==> config.mk <==
export PLATFORM = sky130hd
export DESIGN_NAME = calc1_req_arbiter
export DESIGN_NICKNAME = d
export VERILOG_FILES = /design/src/rtl/calc1_req_arbiter.sv
export SDC_FILE = /design/constraint.sdc
export NUM_CORES = 1
export LEC_CHECK = 0
export ABC_AREA = 1
export CORE_MARGIN = 1.5
export CORE_UTILIZATION = 45
export DETAILED_ROUTE_END_ITERATION = 16
export GPL_TIMING_DRIVEN = 0
export PLACE_DENSITY = 0.71
export SYNTH_ARGS = -nofsm -noshare
export SYNTH_HDL_FRONTEND = slang
export SYNTH_SLANG_ARGS = --single-unit
==> constraint.sdc <==
create_clock -name c_clk -period 5 [get_ports c_clk]
set_input_delay 0.5 -clock c_clk [delete_from_list [all_inputs] [get_ports c_clk]]
set_output_delay 0.5 -clock c_clk [all_outputs]
set_load 0.01 [all_outputs]
==> src/rtl/calc1_req_arbiter.sv <==
// rtl/calc1_req_arbiter.sv - round-robin front end sharing one calc1 ALU between four requesters
// Captures two-cycle requests per port, issues one ALU op at a time, routes results back.
module calc1_req_arbiter #(
  parameter int unsigned ALU_TIMEOUT = 15
) (
  input  logic        c_clk,
  input  logic        reset,
  input  logic [3:0]  req1_cmd_in,
  input  logic [31:0] req1_data_in,
  input  logic [3:0]  req2_cmd_in,
  input  logic [31:0] req2_data_in,
  input  logic [3:0]  req3_cmd_in,
  input  logic [31:0] req3_data_in,
  input  logic [3:0]  req4_cmd_in,
  input  logic [31:0] req4_data_in,
  output logic [1:0]  out_resp1,
  output logic [31:0] out_data1,
  output logic [1:0]  out_resp2,
  output logic [31:0] out_data2,
  output logic [1:0]  out_resp3,
  output logic [31:0] out_data3,
  output logic [1:0]  out_resp4,
  output logic [31:0] out_data4,
  output logic        alu_valid,
  output logic [3:0]  alu_cmd,
  output logic [31:0] alu_op1,
  output logic [31:0] alu_op2,
  input  logic        alu_done,
  input  logic [1:0]  alu_resp,
  input  logic [31:0] alu_data,
  output logic        protocol_err
);

  typedef enum logic [1:0] {IDLE, ISSUE, WAIT, RESP} state_t;
  typedef enum logic [1:0] {SLOT_EMPTY, SLOT_CAPT, SLOT_PEND} slot_t;

  logic [3:0]  cmd_in  [4];
  logic [31:0] data_in [4];
  logic [1:0]  resp_o  [4];
  logic [31:0] data_o  [4];

  slot_t       slot_st  [4];
  logic [3:0]  slot_cmd [4];
  logic [31:0] slot_op1 [4];
  logic [31:0] slot_op2 [4];
  logic        slot_bad [4];
  logic        slot_free [4];
  logic        slot_take [4];

  state_t      state, state_nxt;
  logic [1:0]  ptr, grant, grant_nxt, pick, idx;
  logic        pend_any;
  logic [7:0]  cnt, cnt_nxt;
  logic [1:0]  rsp, rsp_nxt;
  logic [31:0] rdata, rdata_nxt;
  logic        perr;

  assign cmd_in[0]  = req1_cmd_in;
  assign cmd_in[1]  = req2_cmd_in;
  assign cmd_in[2]  = req3_cmd_in;
  assign cmd_in[3]  = req4_cmd_in;
  assign data_in[0] = req1_data_in;
  assign data_in[1] = req2_data_in;
  assign data_in[2] = req3_data_in;
  assign data_in[3] = req4_data_in;

  function automatic logic cmd_ok(input logic [3:0] c);
    return (c == 4'd1) || (c == 4'd2) || (c == 4'd5) || (c == 4'd6);
  endfunction

  // A slot being answered this cycle is free, so its port may start a new request now.
  always_comb begin
    for (int i = 0; i < 4; i++) begin
      slot_free[i] = (state == RESP) && (grant == 2'(i));
      slot_take[i] = (cmd_in[i] != 4'd0) && ((slot_st[i] == SLOT_EMPTY) || slot_free[i]);
    end
  end

  always_ff @(posedge c_clk or negedge reset) begin
    if (!reset) begin
      for (int i = 0; i < 4; i++) begin
        slot_st[i]  <= SLOT_EMPTY;
        slot_cmd[i] <= '0;
        slot_op1[i] <= '0;
        slot_op2[i] <= '0;
        slot_bad[i] <= 1'b0;
      end
      perr <= 1'b0;
    end else begin
      for (int i = 0; i < 4; i++) begin
        if (slot_take[i]) begin
          slot_st[i]  <= SLOT_CAPT;
          slot_cmd[i] <= cmd_in[i];
          slot_op1[i] <= data_in[i];
          slot_bad[i] <= !cmd_ok(cmd_in[i]);
        end else if (slot_st[i] == SLOT_CAPT) begin
          slot_op2[i] <= data_in[i];
          slot_st[i]  <= SLOT_PEND;
        end else if (slot_free[i]) begin
          slot_st[i]  <= SLOT_EMPTY;
        end
        if ((cmd_in[i] != 4'd0) && (slot_st[i] == SLOT_PEND) && !slot_free[i])
          perr <= 1'b1;
      end
    end
  end

  always_comb begin
    pend_any = 1'b0;
    pick     = ptr;
    idx      = ptr;
    for (int k = 0; k < 4; k++) begin
      idx = ptr + 2'(k);
      if (!pend_any && (slot_st[idx] == SLOT_PEND)) begin
        pend_any = 1'b1;
        pick     = idx;
      end
    end
  end

  always_comb begin
    state_nxt = state;
    grant_nxt = grant;
    cnt_nxt   = cnt;
    rsp_nxt   = rsp;
    rdata_nxt = rdata;
    case (state)
      IDLE: begin
        if (pend_any) begin
          grant_nxt = pick;
          if (slot_bad[pick]) begin
            rsp_nxt   = 2'd2;
            rdata_nxt = '0;
            state_nxt = RESP;
          end else begin
            state_nxt = ISSUE;
          end
        end
      end
      ISSUE: begin
        cnt_nxt   = '0;
        state_nxt = WAIT;
      end
      WAIT: begin
        if (alu_done) begin
          rsp_nxt   = alu_resp;
          rdata_nxt = alu_data;
          state_nxt = RESP;
        end else begin
          cnt_nxt = cnt + 8'd1;
          if (cnt + 8'd1 == 8'(ALU_TIMEOUT)) begin
            rsp_nxt   = 2'd3;
            rdata_nxt = '0;
            state_nxt = RESP;
          end
        end
      end
      RESP: state_nxt = IDLE;
      default: state_nxt = IDLE;
    endcase
  end

  always_ff @(posedge c_clk or negedge reset) begin
    if (!reset) begin
      state <= IDLE;
      grant <= '0;
      ptr   <= '0;
      cnt   <= '0;
      rsp   <= '0;
      rdata <= '0;
    end else begin
      state <= state_nxt;
      grant <= grant_nxt;
      cnt   <= cnt_nxt;
      rsp   <= rsp_nxt;
      rdata <= rdata_nxt;
      if (state == RESP)
        ptr <= grant + 2'd1;
    end
  end

  always_comb begin
    for (int i = 0; i < 4; i++) begin
      resp_o[i] = ((state == RESP) && (grant == 2'(i))) ? rsp : 2'd0;
      data_o[i] = ((state == RESP) && (grant == 2'(i))) ? rdata : 32'd0;
    end
  end

  assign alu_valid    = (state == ISSUE);
  assign alu_cmd      = (state == ISSUE) ? slot_cmd[grant] : 4'd0;
  assign alu_op1      = (state == ISSUE) ? slot_op1[grant] : 32'd0;
  assign alu_op2      = (state == ISSUE) ? slot_op2[grant] : 32'd0;
  assign protocol_err = perr;

  assign out_resp1 = resp_o[0];
  assign out_resp2 = resp_o[1];
  assign out_resp3 = resp_o[2];
  assign out_resp4 = resp_o[3];
  assign out_data1 = data_o[0];
  assign out_data2 = data_o[1];
  assign out_data3 = data_o[2];
  assign out_data4 = data_o[3];

endmodule

==> results.ini <==
[outcome]
status=finished clean

[global_routing]
grt_pass1_vias=17100
antenna_found_initial=5
grt-ovfl-total=0
grt_pass1_wl_mm=94.7
grtUsageTotal=0.324
grt_max_degree=114

[timing]
min_period_ns=4.32
slew-limit-headroom=0.461
skew_ns=0.0353
slew_violations=0
worst_slack_ns=0.679
fin_crit_sh=0.864
final-setup-viol-count=0
worst_pin_slew_ns=0.808
max_freq_mhz=231
hold_viol=0
holdWs_ns=0.464
grt_setup_unrepaired=no

[die]
die_h_microns=194
boundaryPins=387
core_sq_um=35800
num_rows=69
start_util=0.460
dieArea_sq_um=37800
dieWidth_microns=194

[pwr]
power.switching_w=0.00643
power-per-cell-area_nw_per_um2=641
power_frac_clock=0.192
seqPwrFrac=0.337
switching_share=0.451
p_leak_nw=10.3
internal_power_w=0.00783
power_frac_comb=0.472
peakVddDrop_uv=259

[place]
hpwl_mm=48.1
post_dp_cell_area_sq_um=21000
port_buffers=386
place_congestion=0.925
post-place-ws_ns=1.18

[clock_tree]
cts_resized=0
post_cts_buffers=0
insertion_delay_ns=0.54
cts.clk_slew.worst_paths_ns=0.06
cts_max_level=2
ctsHoldBuffers=1
clk_path_buf_depth=3
cts.sinks=333
cts_tree=done
numCtsBuffers=36
root_buffer=clkbuf_16

[logic_synthesis]
synth-edff-count=0
ys_ff_latch=333
synth_xor_area_frac=0.00266
synthCells=2199
synthMuxAreaShare=0
synthArstFlopShare=1.00
synthFlopType=dfrtp_1
yosysUniqueCellTypes=33
synthSimpleGateAreaFrac=0.242
synthAdderAreaFrac=0.00835
synth_top_family_by_area=simple AND/OR/NAND/NOR gates
synth_area_sq_um=16500
yosysWarningCount=0
syn_avg_cell_area_sq_um=7.50
ys_seq_area_frac=0.505
synth.net_count=2391
synth_compound_area_frac=0.155

[routing]
wl_per_cell_microns=19.6
dr_wl_met2_mm=29.6
ant_nets=0
firstDrtPassIters=8
viasPerCell=5.42
met3WireLength_mm=5.39
num_vias=16900
drtIter0Drc=1698
drc=0
wl_mm=61.2
met1_length_mm=24.0
top_layer=met5

[hold_path]
hp-class=input pin to asynchronous set/reset pin

[setup_path]
worstPathRequired_ns=4.50
start_kind=register
startpoint=grant[1]$_DFFE_PN0P_
critPathKind=register to output pin
crit_path_end_kind=output pin
rr_startpoint=grant[1]$_DFFE_PN0P_
crit_fanout=11
arrival_ns=3.82

[final_layout]
layout.nets=2819
layout-drive-gt1-share=0.0482
areaGrowthSynthToFinish_pct=34.8
stdcell_area_sq_um=22200

[flow_run]
cap_violations=0

==> final cells by class <==
class	count	area, sq um
antenna	2	5.00
buffer	135	572
clock buffer	56	1080
clock inverter	8	123
fill	3190	13600
inverter	230	868
multi-input combinational	1501	6720
sequential	333	8330
tap	461	577
timing repair buffer	390	3960
==> power by group through the flow <==
stage | Combinational, W | Sequential [W] | Clock (W)
floorplan | 0.00421 | 0.00450 | 0
global placement | 0.00643 | 0.00477 | 0
detailed placement | 0.00662 | 0.00479 | 0
CTS | 0.00666 | 0.00476 | 0.00274
global route | 0.00747 | 0.00490 | 0.00285
finish | 0.00672 | 0.00480 | 0.00273
==> logic make-up after synthesis <==
| group | Yosys count |
|---|---|
| flops | 333 |
| buf+inv | 365 |
| simple gates | 981 |
| xor+xnor | 5 |
| fa+ha+maj | 11 |
| compound gates | 504 |
==> final timing paths <==
path / cells past startpoint / slack (ns) / endpoint
max in group asynchronous: 4 / 3.22 / rdata[0]$_DFFE_PN0P_
min in group c_clk: 2 / 0.48 / slot_op2[9]$_DFFE_PN0P_
setup reg to reg: 11 / 1.04 / slot_cmd[10]$_DFFE_PN0P_
hold / removal: 2 / 0.46 / slot_op2[38]$_DFFE_PN0P_
setup / recovery: 8 / 0.68 / out_data2[2]
hold reg to reg: 2 / 0.48 / slot_op2[9]$_DFFE_PN0P_
==> registers in the layout, summed over array words and instances, names as in the netlist <==
| register | cells |
|---|---|
| cnt | 8 |
| grant | 2 |
| protocol_err | 1 |
| ptr | 2 |
| rdata | 32 |
| rsp | 2 |
| slot_bad | 4 |
| slot_cmd | 16 |
| slot_op1 | 128 |
| slot_op2 | 128 |
| slot_st | 8 |
| state | 2 |
==> metal layers <==
| metal | track usage | up-vias |
|---|---|---|
| li1 | - | 7761 |
| met1 | 0.403 | 8129 |
| met2 | 0.553 | 854 |
| met3 | 0.0718 | 128 |
| met4 | 0.118 | 4 |
| met5 | 0 | - |
==> per-stage QoR <==
stage                      util  instances  TNS [ns]  total power, W
after global routing      0.620       3114         0          0.0152
after floorplan               -       2199         0         0.00871
after global placement    0.584       3046  -3587.17          0.0112
after CTS                 0.620       3114         0          0.0142
after detailed placement  0.587       3049         0          0.0114
final                     0.621       3116         0          0.0143
==> synth_stat cells (2+ instances only) <==
cell / instances / share of area
xor2_1: 5 / 0.0027
inv_2: 2 / 0.00046
dfrtp_1: 333 / 0.51
buf_6: 5 / 0.0034
nand3_2: 4 / 0.0024
a21oi_1: 80 / 0.024
buf_1: 7 / 0.0016
nand2_1: 414 / 0.094
a22oi_1: 4 / 0.0018
buf_4: 6 / 0.0027
nand2_4: 4 / 0.0027
o22ai_1: 2 / 0.00076
nand4_1: 6 / 0.0023
nand2_2: 39 / 0.015
nor2_1: 456 / 0.10
o21ai_0: 415 / 0.13
inv_1: 225 / 0.051
nand3_1: 49 / 0.015
nor2_8: 2 / 0.0024
ha_1: 11 / 0.0083
nor3_1: 2 / 0.00061
clkinv_1: 2 / 0.00046
buf_2: 4 / 0.0012
clkbuf_1: 113 / 0.026
==> worst max-delay path: stages, from the launching register on <==
cell,delay (ns)
dfrtp_1,0.39
clkbuf_1,0.42
clkinv_1,0.36
clkbuf_1,0.36
ha_1,0.28
nand2_1,0.39
clkbuf_1,0.47
nor2_1,0.13
clkdlybuf4s50_1,0.51
==> cells in the final DEF (no fill, tap or decap), drive strengths merged <==
master           n
nand2          457
nand2b           1
nand3b           1
o21ai          417
a22oi            4
buf             26
a21oi           80
xor2             5
dlygate4sd3      1
nor2           458
clkdlybuf4s50  385
ha              11
bufinv           3
a22o             1
inv            230
nor3             2
o22ai            2
clkinv           5
nand3           54
dfrtp          333
clkbuf         169
nand4            7
diode            2
or2              1
(Power assumes the default switching activity.)
